<file path="config.mk">
export PLATFORM = sky130hd
export DESIGN_NAME = seg7_scan_driver
export DESIGN_NICKNAME = d
export VERILOG_FILES = /design/src/rtl/seg7_pkg.sv /design/src/rtl/seg7_hex_decode.sv /design/src/rtl/seg7_scan_driver.sv
export SDC_FILE = /design/constraint.sdc
export NUM_CORES = 1
export LEC_CHECK = 0
export ABC_AREA = 1
export CELL_PAD_IN_SITES_DETAIL_PLACEMENT = 0
export CELL_PAD_IN_SITES_GLOBAL_PLACEMENT = 1
export CORE_ASPECT_RATIO = 1.2
export CORE_UTILIZATION = 41
export CTS_CLUSTER_SIZE = 14
export DETAILED_ROUTE_END_ITERATION = 8
export PLACE_DENSITY = 0.78
export SYNTH_ARGS = -nofsm -noshare
export SYNTH_HDL_FRONTEND = slang
export SYNTH_HIERARCHICAL = 1
export SYNTH_SLANG_ARGS = --single-unit
</file>
<file path="constraint.sdc">
create_clock -name clk -period 7.44 [get_ports clk]
set_input_delay 0.744 -clock clk [delete_from_list [all_inputs] [get_ports clk]]
set_output_delay 0.744 -clock clk [all_outputs]
set_load 0.02 [all_outputs]
</file>
<file path="src/rtl/seg7_pkg.sv">
// Shared definitions for the scanned 7-segment driver: FSM encoding,
// hex segment patterns (active-high, seg[0]=a .. seg[6]=g) and a polarity helper.
package seg7_pkg;

  typedef enum logic [1:0] {
    ST_OFF,
    ST_SHOW,
    ST_GUARD
  } state_e;

  localparam logic [6:0] SEG_0 = 7'h3F;
  localparam logic [6:0] SEG_1 = 7'h06;
  localparam logic [6:0] SEG_2 = 7'h5B;
  localparam logic [6:0] SEG_3 = 7'h4F;
  localparam logic [6:0] SEG_4 = 7'h66;
  localparam logic [6:0] SEG_5 = 7'h6D;
  localparam logic [6:0] SEG_6 = 7'h7D;
  localparam logic [6:0] SEG_7 = 7'h07;
  localparam logic [6:0] SEG_8 = 7'h7F;
  localparam logic [6:0] SEG_9 = 7'h6F;
  localparam logic [6:0] SEG_A = 7'h77;
  localparam logic [6:0] SEG_B = 7'h7C;
  localparam logic [6:0] SEG_C = 7'h39;
  localparam logic [6:0] SEG_D = 7'h5E;
  localparam logic [6:0] SEG_E = 7'h79;
  localparam logic [6:0] SEG_F = 7'h71;

  localparam logic [6:0] HEX_SEG [16] = '{
    SEG_0, SEG_1, SEG_2, SEG_3, SEG_4, SEG_5, SEG_6, SEG_7,
    SEG_8, SEG_9, SEG_A, SEG_B, SEG_C, SEG_D, SEG_E, SEG_F
  };

  // Converts an active-high pattern to the board's pin polarity.
  function automatic logic [7:0] applyPolarity(input logic [7:0] activeHigh,
                                               input logic       activeLow);
    return activeLow ? ~activeHigh : activeHigh;
  endfunction

endpackage

</file>
<file path="src/rtl/seg7_hex_decode.sv">
// Combinational nibble to active-high 7-segment pattern lookup.
module seg7_hex_decode
  import seg7_pkg::*;
(
  input  logic [3:0] nibble_i,
  output logic [6:0] seg_o
);

  assign seg_o = HEX_SEG[nibble_i];

endmodule

</file>
<file path="src/rtl/seg7_scan_driver.sv">
// Time-multiplexed N-digit 7-segment driver with dwell/guard scan timing,
// frame-aligned double buffering and leading-zero blanking.
module seg7_scan_driver
  import seg7_pkg::*;
#(
  parameter int NUM_DIGITS     = 4,
  parameter int PRESCALE       = 50000,
  parameter int GUARD          = 500,
  parameter int ACTIVE_LOW_SEG = 1,
  parameter int ACTIVE_LOW_AN  = 1,
  localparam int IDX_W         = (NUM_DIGITS > 1) ? $clog2(NUM_DIGITS) : 1
) (
  input  logic                    clk,
  input  logic                    resetn,
  input  logic                    load,
  input  logic [4*NUM_DIGITS-1:0] value,
  input  logic [NUM_DIGITS-1:0]   dp_in,
  input  logic                    blank_lz,
  output logic [6:0]              seg,
  output logic                    dp,
  output logic [NUM_DIGITS-1:0]   an,
  output logic [IDX_W-1:0]        digit_idx,
  output logic                    pending
);

  localparam int CNT_MAX = (PRESCALE > GUARD) ? PRESCALE : GUARD;
  localparam int CNT_W   = $clog2(CNT_MAX + 1);

  localparam logic [6:0]            SEG_OFF = 7'(applyPolarity(8'h00, ACTIVE_LOW_SEG != 0));
  localparam logic                  DP_OFF  = (ACTIVE_LOW_SEG != 0);
  localparam logic [NUM_DIGITS-1:0] AN_OFF  = NUM_DIGITS'(applyPolarity(8'h00, ACTIVE_LOW_AN != 0));

  state_e                  state_q;
  logic [CNT_W-1:0]        cnt_q;
  logic [IDX_W-1:0]        idx_q;
  logic [4*NUM_DIGITS-1:0] dispVal_q, shadowVal_q;
  logic [NUM_DIGITS-1:0]   dispDp_q, shadowDp_q;
  logic                    dispBlz_q, shadowBlz_q;
  logic                    pending_q;
  logic [NUM_DIGITS-1:0]   an_q;
  logic [6:0]              seg_q;
  logic                    dp_q;

  logic [IDX_W-1:0]        idxInc, showIdx;
  logic [4*NUM_DIGITS-1:0] srcVal;
  logic [NUM_DIGITS-1:0]   srcDp;
  logic                    srcBlz, blankDigit;
  logic [3:0]              nibble;
  logic [6:0]              hexSeg, segShow;
  logic                    dpShow;
  logic [NUM_DIGITS-1:0]   anShow;
  logic                    showDone, guardDone, enterShow, enterGuard;

  // Select the digit about to be lit and the value it will come from; at
  // digit-0 entry a same-edge load beats the shadow, which beats the display.
  always_comb begin
    idxInc = (idx_q == IDX_W'(NUM_DIGITS - 1)) ? '0 : idx_q + 1'b1;
    case (state_q)
      ST_OFF:   showIdx = '0;
      ST_GUARD: showIdx = idx_q;
      default:  showIdx = idxInc;
    endcase
    srcVal = dispVal_q;
    srcDp  = dispDp_q;
    srcBlz = dispBlz_q;
    if (showIdx == '0) begin
      if (load) begin
        srcVal = value;
        srcDp  = dp_in;
        srcBlz = blank_lz;
      end else if (pending_q) begin
        srcVal = shadowVal_q;
        srcDp  = shadowDp_q;
        srcBlz = shadowBlz_q;
      end
    end
    nibble     = srcVal[4*showIdx +: 4];
    blankDigit = srcBlz && (showIdx != '0) && ((srcVal >> (4*showIdx)) == '0);
  end

  seg7_hex_decode uHexDecode (
    .nibble_i(nibble),
    .seg_o   (hexSeg)
  );

  assign segShow = blankDigit ? 7'h00 : hexSeg;
  assign dpShow  = !blankDigit && srcDp[showIdx];
  assign anShow  = NUM_DIGITS'(1) << showIdx;

  assign showDone   = (cnt_q == CNT_W'(PRESCALE - 1));
  assign guardDone  = (cnt_q == CNT_W'(GUARD - 1));
  assign enterShow  = ((state_q == ST_OFF) && load)
                   || ((state_q == ST_SHOW) && showDone && (GUARD == 0))
                   || ((state_q == ST_GUARD) && guardDone);
  assign enterGuard = (state_q == ST_SHOW) && showDone && (GUARD != 0);

  // During GUARD idx_q already holds the next digit to be lit.
  always_ff @(posedge clk) begin
    if (!resetn) begin
      state_q     <= ST_OFF;
      cnt_q       <= '0;
      idx_q       <= '0;
      dispVal_q   <= '0;
      dispDp_q    <= '0;
      dispBlz_q   <= 1'b0;
      shadowVal_q <= '0;
      shadowDp_q  <= '0;
      shadowBlz_q <= 1'b0;
      pending_q   <= 1'b0;
      an_q        <= AN_OFF;
      seg_q       <= SEG_OFF;
      dp_q        <= DP_OFF;
    end else begin
      if (enterShow) begin
        state_q <= ST_SHOW;
        cnt_q   <= '0;
        idx_q   <= showIdx;
        an_q    <= NUM_DIGITS'(applyPolarity(8'(anShow), ACTIVE_LOW_AN != 0));
        seg_q   <= 7'(applyPolarity({1'b0, segShow}, ACTIVE_LOW_SEG != 0));
        dp_q    <= dpShow ^ DP_OFF;
      end else if (enterGuard) begin
        state_q <= ST_GUARD;
        cnt_q   <= '0;
        idx_q   <= idxInc;
        an_q    <= AN_OFF;
        seg_q   <= SEG_OFF;
        dp_q    <= DP_OFF;
      end else if (state_q != ST_OFF) begin
        cnt_q <= cnt_q + 1'b1;
      end

      if (enterShow && (showIdx == '0)) begin
        dispVal_q <= srcVal;
        dispDp_q  <= srcDp;
        dispBlz_q <= srcBlz;
        pending_q <= 1'b0;
      end else if (load && (state_q != ST_OFF)) begin
        shadowVal_q <= value;
        shadowDp_q  <= dp_in;
        shadowBlz_q <= blank_lz;
        pending_q   <= 1'b1;
      end
    end
  end

  assign an        = an_q;
  assign seg       = seg_q;
  assign dp        = dp_q;
  assign digit_idx = idx_q;
  assign pending   = pending_q;

endmodule

</file>
======== After elaboration in Yosys (flattened, before gate mapping) ========
Memories as Yosys holds them, arrays and structs flattened.
Index checks and enable logic that the tools add are counted.
cells by class
  add/sub/neg operators ................... 2
  $lt $le $gt $ge ......................... 2
  equality and inequality tests ........... 5
  shifts and indexed selects .............. 3
  mux-type cells .......................... 26
  bitwise operators ....................... 6
  reductions and logical operators ........ 20
operators by type and width
  cell                                                  count
  two-way mux 16 bit                                    3
  two-way mux 7 bit                                     5
  two-way mux 4 bit                                     5
  adder 16 x 1 -> 16 bit, second input constant         1
  equality test 16 bit, second input constant           1
  equality test 16 x 9 -> 1 bit, second input constant  1
  logical NOT 16 bit                                    1
  variable part select 16 x 5 -> 4 bit                  1
  right shift 16 x 4 -> 16 bit                          1
  logical AND 1 bit                                     8
  two-way mux 1 bit                                     8
  inverter 7 bit                                        1
  two-way mux 2 bit                                     3
  nonzero test 2 bit                                    3
  >= comparator 5 bit, second input constant            1
  inverter 4 -> 5 bit                                   1
  equality test 2 bit, second input constant            2
  logical NOT 2 bit                                     2
  inverter 4 bit                                        1
  case mux 2 bit (2 select lines)                       1
  OR reduction 2 bit                                    2
  << shifter 1 x 2 -> 4 bit, first input constant       1
  < comparator 2 x 3 -> 1 bit, second input constant    1
  inverter 1 bit                                        3
  other kinds (7)                                       7
word-level totals
  register bits ........................... 75
  memory bits (read-only) ................. 112
  bits of input ports ..................... 24
  output and inout port bits .............. 15
  word-level logic and storage cells ...... 79
  memories ................................ 1
memory list
  memory            depth  width  read ports  clocked after memory_dff  write ports  line                  source
  (name not given)  16     7      1           0                         0            seg7_hex_decode.sv:9  assign seg_o = HEX_SEG[nibble_i];

======== Longest topological paths before layout ========
  depth after elaboration ................. 13
  depth in mapped cells ................... 19

======== Hierarchy ========
The synthesis kept the hierarchy.
modules (own cells, without submodules)
  module            instances  cells an instance  area an instance (µm²)  sequential area each (µm²)
  seg7_scan_driver  1          560                3809.9                  1501.4
  seg7_hex_decode   1          52                 270.3                   0.0

======== Least setup slack after synthesis ========
No wires, ideal clock.
  path type ............................... register to register
  from .................................... register idx_q[0], in the netlist digit_idx[0]
  to ...................................... register seg_q[3], in the netlist seg[3]
  setup time .............................. 121 ps
  arrival time ............................ 2550 ps
  slack ................................... 4769 ps
  cell stages (with the launch flop) ...... 18
  period minus slack after synthesis ...... 2671 ps
  cell sequence ........................... dfxtp_1 -> ha_1 -> nand2_1 -> nand2_4 -> inv_2 -> nand2_1 -> nor2_1 -> nor2_2 -> o21ai_0 -> inv_1 -> ha_1 -> nand2_1 -> o21ai_0 -> nand2_1 -> nand2_1 -> inv_1 -> nor2_1 -> a21oi_1
on the way
  word-level cells in the longest chain between the ends .. 13
  elaborated cells on any way between the ends .. 20
  those cells by class .................... add/sub: 1; eq/ne: 1; shift: 2; mux: 8; bitwise: 2; reduce/logical: 5; memory: 1
RTL lines
  element                                                             line                     source
  start, declared                                                     seg7_scan_driver.sv:35   logic [IDX_W-1:0] idx_q;
  start signal, assigned                                              seg7_scan_driver.sv:117  idx_q <= showIdx;
  start signal, assigned                                              seg7_scan_driver.sv:124  idx_q <= idxInc;
  adder 2 x 1 -> 2 bit / equality test 2 bit (equally long branches)  seg7_scan_driver.sv:57   idxInc = (idx_q == IDX_W'(NUM_DIGITS - 1)) ? '0 : idx_q + 1'b1;
  two-way mux 2 bit                                                   seg7_scan_driver.sv:57
  case mux 2 bit (2 select lines) (*)                                 seg7_scan_driver.sv:58   case (state_q)
  logical NOT 2 bit                                                   seg7_scan_driver.sv:66   if (showIdx == '0) begin
  two-way mux 16 bit                                                  seg7_scan_driver.sv:66
  variable part select 16 x 5 -> 4 bit (*)                            seg7_scan_driver.sv:77   nibble = srcVal[4*showIdx +: 4];
  named net nibble[1]                                                 seg7_scan_driver.sv:48   logic [3:0] nibble;
  inverter 4 -> 5 bit (not written as such) (*)                       seg7_hex_decode.sv:9
  memory read (16 x 7 bit) (*)                                        -
  two-way mux 7 bit (not written as such) (*) (2 in a row)            seg7_hex_decode.sv:9
  named net hexSeg[3]                                                 seg7_scan_driver.sv:49   logic [6:0] hexSeg, segShow;
  two-way mux 7 bit (*)                                               seg7_scan_driver.sv:86   assign segShow = blankDigit ? 7'h00 : hexSeg;
  inverter 7 bit (*)                                                  seg7_pkg.sv:36           return activeLow ? ~activeHigh : activeHigh;
  two-way mux 7 bit (*)                                               seg7_scan_driver.sv:114  if (enterShow) begin
  end signal, assigned                                                seg7_scan_driver.sv:119  seg_q <= 7'(applyPolarity({1'b0, segShow}, ACTIVE_LOW_SEG != 0));
  end, declared                                                       seg7_scan_driver.sv:41   logic [6:0] seg_q;
The timed path passes the listed nets; every way through them passes the cells marked *. The select of a mux whose other input is x is not followed.
A chain may end at the register's enable or synchronous reset.

======== Worst setup path after layout ========
  from .................................... input port load
  to ...................................... register seg_q[3], in the netlist seg[3]
on the way
  word-level cells in the longest chain between the ends .. 10
  elaborated cells on any way between the ends .. 19
  those cells by class .................... shift: 2; mux: 8; bitwise: 2; reduce/logical: 6; memory: 1
RTL lines
  element                                               line                     source
  start, declared                                       seg7_scan_driver.sv:15   input logic load,
  two-way mux 16 bit                                    seg7_scan_driver.sv:67   if (load) begin
  two-way mux 16 bit                                    seg7_scan_driver.sv:66
  variable part select 16 x 5 -> 4 bit                  seg7_scan_driver.sv:77
  named net nibble[1]                                   seg7_scan_driver.sv:48
  inverter 4 -> 5 bit (not written as such)             seg7_hex_decode.sv:9
  memory read (16 x 7 bit)                              -
  two-way mux 7 bit (not written as such) (2 in a row)  seg7_hex_decode.sv:9
  named net hexSeg[3]                                   seg7_scan_driver.sv:49
  two-way mux 7 bit                                     seg7_scan_driver.sv:86
  inverter 7 bit                                        seg7_pkg.sv:36
  two-way mux 7 bit                                     seg7_scan_driver.sv:114
The timed path passes the listed nets, and every way through them passes these cells. The select of a mux whose other input is x is not followed.

==> run metrics <==
status complete, no violations; Leak a little under 2 nW; GRT Util Overall 0.212; die height ~110 µm; Worst Hold Path EP shadowVal_q[8]$_SDFFE_PN0P_; initial antenna violation count 0; startpoint types primary input; power share of the combinational group 0.184; synth unique cells 36; DRC violations left 0; Crit-path slowest cell clkdlybuf4s50_1; vias in the first global route between 3000 and 4000; Area Growth Syn to Fin 17.7%; later-pin clock latency in the skew report ~340 ps; Sink Count 75; Critical Path Max Stage Delay 800 ps; gpl congestion ~0.85; WP buf/inv 4; drt first pass iters 4; clock share of power 0.428; PostCTS Resize Cnt 0; width of the die between 90 and 100 µm; critical path class in2reg; clock skew 7.20 ps; number of nets in the layout 669; register area share after synthesis 0.368; FMAX between 0.2 and 0.25 GHz; number of I/O port buffers 38; RSZ-0062 raised after global routing false; Ys Warns 6; max-slew violations 0; CTS tree done; post-synthesis net count ~650; most frequent cells in the layout nand2_1, dfxtp_1, nor2_1; Worst setup EP type flop; Hold Path Origin shadowVal_q[8]$_SDFFE_PN0P_; # Max-Cap Violations 0; final hold violation count 0; DR vias/cell 5.08; cts bufs inserted 9; Layout Utilization 0.500; worst slew pin tran between 900 and 1000 ps; post-layout minimum cycle time ~4000 ps; total number of vias between 3000 and 4000; core area 9610 µm²; Hold Slack 454 ps; largest net degree at the start of global routing 32; FF-to-FF End seg[3]$_SDFFE_PN1P_; Max IR drop VDD around 0.00011 V; drt wl/cell 13.5 µm; Power Internal just over 0.0008 W; Hold/Removal Path Class reg2reg; worst endpoint data arrival time approximately 4300 ps; Mean Syn Cell Area approximately 6.7 µm²; slew margin rel. 0.387; placed cell area approximately 4500 µm²; clk buf depth 2; PnR worst setup slack around 3400 ps; 1st-iter DRT viols between 100 and 150; worst path required time between 7000 and 8000 ps; cell chain of the critical path clkdlybuf4s50_1 -> inv_1 -> or2_2 -> nand2_1 -> nor2_1 -> nor2_2 -> o21ai_0 -> inv_1 -> ha_1 -> nand2_1 -> o21ai_0 -> nand2_1 -> nand2_1 -> inv_1 -> nor2_1 -> a21oi_1; I/O pins 39; setup violators final 0; CP max FO 24; Root Buffer clkbuf_16; Antenna Cells 0; P_sw ~0.00032 W; htree depth 3; cts hold-fix bufs 0; Die ar. between 10000 and 15000 µm²; HPWL Detailed 7.27 mm; Setup TNS 0 ps; r2r setup slk approximately 4300 ps; fraction of final layout cells sized beyond drive strength 1 0.0749; Syn Inst Count about 600; grt total ovfl 0; most common cell after layout, fill and taps aside nand2_1; Worst R2R Path Depth 17; Tcrit/Tclk final 0.550; FF-to-FF Start pending$_SDFFE_PP0P_; Hold Crit Depth 2; # Post-CTS Setup Buffers 0; first-pass GRT wire length 17.3 mm; cell area after synthesis around 4100 µm²; remaining antenna violation count after routing 0; total wire length ~10 mm; CP Depth 16; Finished Cell Area 4800 µm²; Clk pin slew, worst setup/hold paths 60 ps; delay-heaviest family, CP buffers and inverters; sequential share of power 0.388; PD cells approximately 240 nW/µm²; Initial Util 0.424; worst slack at placement ~3000 ps; most frequent CP cell nand2_1; Placement Rows 39; Synth Register Bits 75; sw frac 0.281
## cells in the mapped netlist
library cell | instances | share of area
nand2_1 | 159 | 0.15
dfxtp_1 | 75 | 0.37
nor2_1 | 69 | 0.063
inv_1 | 54 | 0.050
nand3_1 | 53 | 0.065
a21oi_1 | 43 | 0.053
o21ai_0 | 42 | 0.052
nor3_1 | 18 | 0.022
ha_1 | 9 | 0.028
clkbuf_1 | 8 | 0.0074
buf_2 | 7 | 0.0086
xor2_1 | 7 | 0.015
inv_2 | 6 | 0.0055
nand2_2 | 6 | 0.0092
nor2_2 | 6 | 0.0092
buf_6 | 5 | 0.014
buf_4 | 4 | 0.0074
nand3_2 | 4 | 0.0098
o2111ai_1 | 4 | 0.0086
o21ai_1 | 4 | 0.0049
nand2_4 | 3 | 0.0083
nand4_1 | 3 | 0.0046
xnor2_1 | 3 | 0.0064
a211oi_1 | 2 | 0.0037
buf_1 | 2 | 0.0018
nor2_4 | 2 | 0.0055
nor3_2 | 2 | 0.0049
nor3b_1 | 2 | 0.0037
nor4_1 | 2 | 0.0031
or2_2 | 2 | 0.0031
a22oi_1 | 1 | 0.0018
a31oi_1 | 1 | 0.0015
and2_0 | 1 | 0.0015
clkinv_2 | 1 | 0.0012
o22ai_1 | 1 | 0.0015
or2_1 | 1 | 0.0015
## layer usage
layer	share of wire	wire length (µm)	track usage
met5	0	0	0
met4	0.028	288	0.112
met3	0.028	284	0.0302
met2	0.48	4950	0.353
met1	0.47	4810	0.260
## power by group through the flow
stage | combinational [W] | clock (W) | sequential [W]
floorplan | 0.000149 | 0 | 0.000457
global placement | 0.000213 | 0 | 0.000453
detailed placement | 0.000212 | 0 | 0.000454
CTS | 0.000213 | 0.000500 | 0.000445
global route | 0.000242 | 0.000515 | 0.000448
finish | 0.000212 | 0.000491 | 0.000445
## worst max path at each step
stage / from / to
after global routing: load / seg[3]$_SDFFE_PN1P_
after global placement: load / seg[0]$_SDFFE_PN1P_
after detailed placement: load / seg[3]$_SDFFE_PN1P_
final: load / seg[3]$_SDFFE_PN1P_
after CTS: load / seg[3]$_SDFFE_PN1P_
after floorplan: digit_idx[0]$_SDFFE_PN0P_ / seg[3]$_SDFFE_PN1P_
## logic make-up after synthesis
group,Yosys count,synth area share
AND/OR/NAND/NOR,333,0.361
AO/OA/AOI/OAI,98,0.126
buffers and inverters,87,0.0954
flip-flops,75,0.368
XOR/XNOR,10,0.0215
adder cells (fa/ha/maj),9,0.0276
## flip-flops by register name, summed over array words and instances, names as in the netlist
signal / cells
cnt_q: 16
dispVal_q: 16
shadowVal_q: 16
seg: 7
an: 4
dispDp_q: 4
shadowDp_q: 4
digit_idx: 2
state_q: 2
dispBlz_q: 1
dp: 1
pending: 1
shadowBlz_q: 1
## worst register-to-register path, stage by stage (launching register included)
cell and delay (ps):
dfxtp_1 800, inv_2 400, nand2_1 150, nand3_1 70, nand2_1 120, nand2_1 60
nand2_1 60, inv_1 60, o21ai_0 230, inv_1 200, ha_1 320, nand2_1 60
o21ai_0 120, nand2_1 70, nand2_1 70, inv_1 40, nor2_1 90, a21oi_1 80
## stage by stage
stage	instances	power [W]
after floorplan	612	0.000606
after global placement	748	0.000666
after detailed placement	748	0.000666
after CTS	764	0.00116
after global routing	764	0.00121
final	764	0.00115
## area by class of cell
cell class | count | area [µm²]
timing repair buffer | 39 | 388
tap | 123 | 154
sequential | 75 | 1500
clock inverter | 3 | 68.8
inverter | 61 | 230
multi-input combinational | 450 | 2190
fill | 1000 | 4810
clock buffer | 13 | 270
Note: power is estimated with default switching activity, not from simulation.
